<file path="src/rtl/debounce_multi.sv">
// debounce_multi: N-channel push-button conditioner.
// Each channel is synchronised through two flops and then debounced by its own
// four-state FSM. The FSM drives a clean level and one-cycle press, release and
// long-press pulses. A single counter per channel is reused for the debounce
// window and for long-press timing.
module debounce_multi #(
  parameter int CHANNELS        = 5,
  parameter int DEBOUNCE_CYCLES = 250000,
  parameter int LONG_CYCLES     = 50000000,
  parameter bit ACTIVE_LOW      = 1'b0
) (
  input  logic                clk,
  input  logic                reset,
  input  logic [CHANNELS-1:0] btn_in,
  output logic [CHANNELS-1:0] btn_level,
  output logic [CHANNELS-1:0] btn_press,
  output logic [CHANNELS-1:0] btn_release,
  output logic [CHANNELS-1:0] btn_long
);

  localparam int CNT_W = $clog2(LONG_CYCLES + 1);
  localparam logic [CNT_W-1:0] CNT_ONE   = CNT_W'(1);
  localparam logic [CNT_W-1:0] DEB_LAST  = CNT_W'(DEBOUNCE_CYCLES - 1);
  localparam logic [CNT_W-1:0] LONG_LAST = CNT_W'(LONG_CYCLES - 1);
  localparam logic [CNT_W-1:0] LONG_SAT  = CNT_W'(LONG_CYCLES);

  typedef enum logic [1:0] {
    RELEASED,
    PRESS_WAIT,
    PRESSED,
    RELEASE_WAIT
  } state_e;

  state_e              state_q [CHANNELS];
  state_e              state_d [CHANNELS];
  logic [CNT_W-1:0]    cnt_q   [CHANNELS];
  logic [CNT_W-1:0]    cnt_d   [CHANNELS];

  logic [CHANNELS-1:0] sync1_q, sync2_q;
  logic [CHANNELS-1:0] level_q, level_d;
  logic [CHANNELS-1:0] press_q, press_d;
  logic [CHANNELS-1:0] release_q, release_d;
  logic [CHANNELS-1:0] long_q, long_d;

  // Normalise polarity so that 1 means pressed, then pass the raw pins through a two-flop synchroniser.
  always_ff @(posedge clk) begin
    if (reset) begin
      sync1_q <= '0;
      sync2_q <= '0;
    end else begin
      sync1_q <= btn_in ^ {CHANNELS{ACTIVE_LOW}};
      sync2_q <= sync1_q;
    end
  end

  // Per-channel FSM state, shared counter and registered outputs.
  always_ff @(posedge clk) begin
    if (reset) begin
      for (int c = 0; c < CHANNELS; c++) begin
        state_q[c] <= RELEASED;
        cnt_q[c]   <= '0;
      end
      level_q   <= '0;
      press_q   <= '0;
      release_q <= '0;
      long_q    <= '0;
    end else begin
      for (int c = 0; c < CHANNELS; c++) begin
        state_q[c] <= state_d[c];
        cnt_q[c]   <= cnt_d[c];
      end
      level_q   <= level_d;
      press_q   <= press_d;
      release_q <= release_d;
      long_q    <= long_d;
    end
  end

  // Next-state logic. Pulses default to 0, so each pulse lasts exactly one cycle.
  always_comb begin
    level_d   = level_q;
    press_d   = '0;
    release_d = '0;
    long_d    = '0;
    for (int c = 0; c < CHANNELS; c++) begin
      state_d[c] = state_q[c];
      cnt_d[c]   = cnt_q[c];
      case (state_q[c])
        RELEASED: begin
          if (sync2_q[c]) begin
            state_d[c] = PRESS_WAIT;
            cnt_d[c]   = CNT_ONE;
          end else begin
            cnt_d[c] = '0;
          end
        end
        PRESS_WAIT: begin
          if (!sync2_q[c]) begin
            state_d[c] = RELEASED;
            cnt_d[c]   = '0;
          end else if (cnt_q[c] == DEB_LAST) begin
            state_d[c] = PRESSED;
            level_d[c] = 1'b1;
            press_d[c] = 1'b1;
            cnt_d[c]   = '0;
          end else begin
            cnt_d[c] = cnt_q[c] + CNT_ONE;
          end
        end
        PRESSED: begin
          if (!sync2_q[c]) begin
            state_d[c] = RELEASE_WAIT;
            cnt_d[c]   = CNT_ONE;
          end else if (cnt_q[c] == LONG_LAST) begin
            long_d[c] = 1'b1;
            cnt_d[c]  = LONG_SAT;
          end else if (cnt_q[c] != LONG_SAT) begin
            cnt_d[c] = cnt_q[c] + CNT_ONE;
          end
        end
        RELEASE_WAIT: begin
          if (sync2_q[c]) begin
            state_d[c] = PRESSED;
            cnt_d[c]   = '0;
          end else if (cnt_q[c] == DEB_LAST) begin
            state_d[c]   = RELEASED;
            level_d[c]   = 1'b0;
            release_d[c] = 1'b1;
            cnt_d[c]     = '0;
          end else begin
            cnt_d[c] = cnt_q[c] + CNT_ONE;
          end
        end
        default: begin
          state_d[c] = RELEASED;
          cnt_d[c]   = '0;
        end
      endcase
    end
  end

  assign btn_level   = level_q;
  assign btn_press   = press_q;
  assign btn_release = release_q;
  assign btn_long    = long_q;

endmodule

</file>
<file path="config.mk">
export PLATFORM = sky130hd
export DESIGN_NAME = debounce_multi
export DESIGN_NICKNAME = d
export VERILOG_FILES = /design/src/rtl/debounce_multi.sv
export SDC_FILE = /design/constraint.sdc
export NUM_CORES = 1
export LEC_CHECK = 0
export ABC_AREA = 1
export CORE_ASPECT_RATIO = 0.5
export CORE_MARGIN = 1.5
export CORE_UTILIZATION = 60
export DETAILED_ROUTE_END_ITERATION = 12
export PLACE_DENSITY_LB_ADDON = 0.12
export SETUP_SLACK_MARGIN = 0.15
export SLEW_MARGIN = 20
export SYNTH_ARGS = -nofsm -noshare
export SYNTH_HDL_FRONTEND = slang
export SYNTH_SLANG_ARGS = --single-unit
</file>
<file path="constraint.sdc">
create_clock -name clk -period 2.4 [get_ports clk]
set_clock_uncertainty 0.2 [all_clocks]
set_input_delay 0.72 -clock clk [delete_from_list [all_inputs] [get_ports clk]]
set_output_delay 0.72 -clock clk [all_outputs]
set_load 0.02 [all_outputs]
</file>
**Word level (Yosys, flattened, before mapping)**

Memory sizes are Yosys's and may differ from the RTL's.
Cells that the tools add are included.

- Flip-flop bits (word level): 30
- Input bits: 7
- Bits in writable memories: 140
- Logic and storage cells: 262
- Memories: 2
- Output and inout port bits: 20

Memories:

| name | depth | bits a word | rd ports | clocked after memory_dff | write ports | line | source |
|---|---|---|---|---|---|---|---|
| cnt_q | 5 | 26 | 5 | 0 | 5 | 36 | `logic [CNT_W-1:0] cnt_q [CHANNELS];` |
| state_q | 5 | 2 | 5 | 0 | 5 | 34 | `state_e state_q [CHANNELS];` |

- Reduce and logical (&&, ||, !) cells: 30
- Muxes and demuxes: 123
- Bitwise gates (word level): 30
- Equality and inequality tests: 50
- Add/sub/neg operators: 5

Operators by type and width:

| kind | count |
|---|---|
| 26-bit two-way mux | 35 |
| 26-bit one-hot mux with 4 select lines | 5 |
| 26-bit by 1-bit adder with 26-bit output (second input constant) | 5 |
| 26-bit by 18-bit equality test with 1-bit output (second input constant) | 5 |
| 26-bit equality test (second input constant) | 5 |
| 26-bit inequality test (second input constant) | 5 |
| 2-bit two-way mux | 35 |
| 3-bit OR reduction | 15 |
| 2-bit inequality test (second input constant) | 20 |
| 2-bit one-hot mux with 4 select lines | 5 |
| 1-bit two-way mux | 38 |
| 5-bit AND reduction | 5 |
| 2-bit equality test (second input constant) | 10 |
| 1-bit NOT | 20 |
| 2-bit by 1-bit equality test with 1-bit output (second input constant) | 5 |
| 2-bit zero test | 5 |
| 1-bit bitwise OR | 10 |
| 1-bit one-hot mux with 2 select lines | 5 |
| 2-bit nonzero test | 5 |

**Longest topological paths before layout**

An unclocked memory read counts as a cell.

- Depth after elaboration: 7
- Depth in mapped cells: 14

**Least setup slack after synthesis**

OpenSTA, ideal clock, no wires.

- Kind: input to register
- Start point: input reset
- End point: memory cnt_q[0][6] (netlist bit)
- Data arrival time: 1713 ps
- Buffers on the path: 3
- Slack: 429 ps
- Stages: 6
- Data required time: 2142 ps
- Path through: clkbuf_1 > inv_1 > buf_2 > buf_1 > nand4_1 > inv_1

RTL lines:

| element | line | source |
|---|---|---|
| start: declaration | 13 | `input logic reset,` |
| end: declaration | 36 |  |

==> out/qor_table.md <==
| Group | Quantity | This run |
|---|---|---|
| pwr | Total power per unit cell area | 593 nW/um^2 |
| logic synthesis | Part of the Yosys area used for sequential elements | 32.6% |
| layout | Layout cell share with drive strength beyond 1 | 11.6% |
| timing | Unrepaired setup endpoints after global routing | true |
| timing | Final WS setup | 0.261 ns |
| placement | HPWL after detailed placement | 19500 um |
| critical path | Cell type of the slowest stage on the worst timing path | sky130_fd_sc_hd__dfxtp_1 |
| hold path | Class of the most critical hold timing path | reg -> reg |
| critical path | Worst flop-to-flop path startpoint | cnt_q[0][53] |
| floorplanning | Die Ht | 96.2 um |
| routing | Detailed-route wire length | 26200 um |
| routing | Number of nets with antenna violations after routing | 0 |
| routing | Vias per std cell | 5.56 |
| clock tree | Clock insertion delay at the later pin of the skew report | 0.44 ns |
| logic synthesis | Synthesized area | 10400 sq um |
| routing | Via count | 10300 |
| logic synthesis | Library cell with the largest summed area after synthesis | sky130_fd_sc_hd__dfxtp_1 |
| placement | Final GP Congestion | 0.974 |
| critical path | Required time at the endpoint of the critical path | 2.51 ns |
| floorplanning | Site row count | 33 |
| pwr | IR drop worst, VDD | 0.000517 V |
| critical path | CP max FO | 5 |
| clock tree | Deepest level of the CTS H-tree | 4 |
| pwr | Power Total | 6820 uW |
| logic synthesis | Post-synth EDFFs | 0 |
| timing | Final count of pins violating max slew | 0 |
| hold path | Worst min-delay path startpoint | sync1_q[2] |
| placement | Place WS | 0.228 ns |
| layout | Antenna cell count | 0 |
| grt | Vias in the first global route | 9395 |
| logic synthesis | Count of synthesis-stage warnings from yosys | 0 |
| critical path | Crit start category | flop |
| timing | Final-report setup violation count | 0 |
| status | Run status | completed |
| logic synthesis | Number of nets in the synthesized netlist | 1611 |
| clock tree | Number of clock buffers inserted by TritonCTS | 17 |
| clock tree | Num Clock Sinks | 170 |
| layout | Layout net count | 1635 |
| pwr | Static Leak | 0.00469 uW |
| grt | Pin count of the biggest net entering global routing | 63 |
| timing | Sum of negative setup slack | 0 ns |
| clock tree | Bufs on Longest Clock Path | 2 |
| floorplanning | Core area | 16700 sq um |
| clock tree | Root buffer cell | sky130_fd_sc_hd__clkbuf_16 |
| floorplanning | Die outline area | 18200 sq um |
| grt | Wire length of the first global-routing pass | 43600 um |
| routing | Average wire per cell in the routed design | 14.2 um |
| routing | Detailed Routing Iterations Pass 1 | 8 |
| logic synthesis | Number of standard cells after synthesis | 1584 |
| logic synthesis | Top area cells in the synthesized netlist | sky130_fd_sc_hd__dfxtp_1 (33%), sky130_fd_sc_hd__nand2_1 (13%), sky130_fd_sc_hd__nor2_1 (9.0%) |
| logic synthesis | Number of library cell types mapped by synthesis | 47 |
| critical path | Critical path class | reg -> reg |
| logic synthesis | Syn Area/Cell | 6.58 sq um |
| timing | Share of the clock period used by the worst path | 89.1% |
| placement | Dpl cells | 1815 |
| logic synthesis | Synth top area share | 32.6% |
| critical path | CP Cell Sequence | ha_1, nand2_2, inv_2, nand2_4, nor2_4, nand2_1, nor3_1, xor2_1, a21oi_1, nor2_1 |
| routing | DRC viols | 0 |
| timing | Min cycle time layout | 2.14 ns |
| layout | Post-route core utilization | 69.0% |
| grt | Sum of overflow across all layers after global routing | 0 |
| floorplanning | Die extent in x | 189 um |
| hold path | Worst hold path stage count | 2 |
| clock tree | Clock tree from TritonCTS | yes |
| critical path | Type of element capturing the critical path | flop |
| run | Max-cap viol count | 0 |
| critical path | Worst reg2reg setup slack | 0.26 ns |
| hold path | Hold endpoint | sync2_q[2] |
| layout | Non-filler cells in the finished layout | 1847 |
| logic synthesis | Main synth FF type | sky130_fd_sc_hd__dfxtp_1 |
| timing | Actual transition at the worst max-transition pin | 0.445 ns |
| clock tree | Number of buffers added to fix hold violations after cts | 0 |
| grt | Number of antenna violations at the first check in global routing | 0 |
| floorplanning | Top-level port count | 27 |
| timing | Number of hold violations in the final report | 0 |
| critical path | Crit path largest cell delay | 0.39 ns |
| floorplanning | Initial cell density of the core | 62.5% |
| logic synthesis | Flip-flop and latch count after synthesis | 170 |
| critical path | R2R cell count | 10 |
| grt | Overall track demand over capacity in global routing | 29.5% |
| placement | IO Port Bufs | 26 |
| logic synthesis | Fraction of registers with async set/reset | 0% |
| timing | Slew Limit Headroom | 70.3% |
| critical path | Worst EP arrival | 2.25 ns |
| critical path | Capture instance of the worst register-to-register path | cnt_q[0][74] |
| routing | First DRT Iteration DRCs | 930 |
| layout | Synth-to-layout area growth | 10.3% |
| clock tree | Clock transition time at the flip-flop clock pins of the worst setup and hold paths | 0.07 ns |
| timing | Timing-limited maximum frequency | 468 MHz |
critical path: cells and delay by family (launching register included):
kind | cells | cell delay, ns
adders and majority gates | 1 | 0.20
xor gates and xnor gates | 1 | 0.14
buffers and inverters | 1 | 0.09
AOI/OAI and AO/OA | 1 | 0.19
and+or+nand+nor | 6 | 0.81
DFF | 1 | 0.39
flip-flops by register name, summed over array words and instances (netlist names), named ones only:
signal and cells:
btn_release 5, btn_level 5, btn_press 5, state_q 5, sync1_q 5, cnt_q 130
sync2_q 5, btn_long 5
cell usage in the layout (no fill, tap or decap), types with 4 or more instances in the layout:
cell	synthesis	layout
sky130_fd_sc_hd__a21oi_1	74	74
sky130_fd_sc_hd__buf_4	1	12
sky130_fd_sc_hd__clkbuf_16	0	17
sky130_fd_sc_hd__clkdlybuf4s50_1	0	5
sky130_fd_sc_hd__dfxtp_1	170	168
sky130_fd_sc_hd__dlygate4sd2_1	0	20
sky130_fd_sc_hd__ha_1	20	19
sky130_fd_sc_hd__inv_1	191	188
sky130_fd_sc_hd__inv_2	22	24
sky130_fd_sc_hd__inv_6	0	6
sky130_fd_sc_hd__nand2_1	358	355
sky130_fd_sc_hd__nand2_2	27	28
sky130_fd_sc_hd__nand2_4	8	10
sky130_fd_sc_hd__nand3_1	110	110
sky130_fd_sc_hd__nand3_2	12	10
sky130_fd_sc_hd__nand3b_1	4	4
sky130_fd_sc_hd__nand4_1	61	61
sky130_fd_sc_hd__nor2_1	249	247
sky130_fd_sc_hd__nor2_2	25	27
sky130_fd_sc_hd__nor2_4	13	13
sky130_fd_sc_hd__nor3_1	58	58
sky130_fd_sc_hd__nor3_2	10	10
sky130_fd_sc_hd__nor3b_1	4	4
sky130_fd_sc_hd__nor4_1	5	5
sky130_fd_sc_hd__o21ai_0	21	21
sky130_fd_sc_hd__o21ai_1	5	5
sky130_fd_sc_hd__xnor2_1	16	16
sky130_fd_sc_hd__xor2_1	50	50
cells in the mapped netlist, drive strengths merged (4+ instances only):
cell,count
nor2,287
nand2,393
xor2,50
nand3,122
a21oi,76
nand4,63
nor4,7
o21ai,26
clkbuf,9
ha,20
nand3b,6
nor3b,4
inv,214
buf,25
dfxtp,170
nor3,68
xnor2,16
area by class of cell:
type	count	area, sq um
timing repair buffer	39	355
clock buffer	18	439
multi-input combinational	1163	6050
clock inverter	13	156
tap	227	284
sequential	170	3410
fill	1452	5170
inverter	217	818
metrics by stage:
stage | cell area, sq um | hold WS [ns]
global route | 11500 | 0.225
finish | 11500 | 0.209
global placement | 10900 | 0.193
CTS | 11400 | 0.213
detailed placement | 10900 | 0.203
floorplan | 10400 | 0.188
where the power goes:
part,switching (uW),internal [uW],total [uW]
Combinational,666,305,971
Clock,1240,1590,2830
Sequential,107,2910,3020
worst max path at each step:
| stage | from | end | slack, ns | cells after the start |
|---|---|---|---|---|
| 4_1_cts | state_q[0][8] | cnt_q[0][123] | 0.21 | 13 |
| 3_3_place_gp | state_q[0][8] | cnt_q[0][117] | 0.31 | 13 |
| 3_5_place_dp | state_q[0][8] | cnt_q[0][123] | 0.23 | 13 |
| 6_report | cnt_q[0][53] | cnt_q[0][74] | 0.26 | 10 |
| 2_1_floorplan | reset | cnt_q[0][6] | 0.43 | 6 |
| 5_1_grt | cnt_q[0][104] | cnt_q[0][117] | 0.1 | 11 |
layer usage:
| metal | part of all wire [%] | vias up | GRT usage, % |
|---|---|---|---|
| met3 | 6.9 | 48 | 4.89 |
| met1 | 46 | 4725 | 39.2 |
| met2 | 45 | 414 | 49.4 |
| met4 | 1.8 | 0 | 9.26 |
| li1 | - | 5087 | - |
| met5 | 0 | - | 0 |
logic make-up (layout without fill, tap and decap cells):
group	after synthesis	in the layout	share of synthesized area, %
xor+xnor	66	66	5.54
buf+inv	251	287	9.86
fa+ha+maj	20	20	2.40
flops	170	170	32.6
compound gates	124	124	6.66
simple gates	953	953	42.9
repair_timing:
action | in CTS | in global routing
pin swaps | 0 | 2
setup buffers | 0 | 1
setup endpoints to repair | 20 | 29
resized for setup | 20 | 15
gates cloned | 0 | 0
Note: power is estimated with default switching activity, not from simulation.
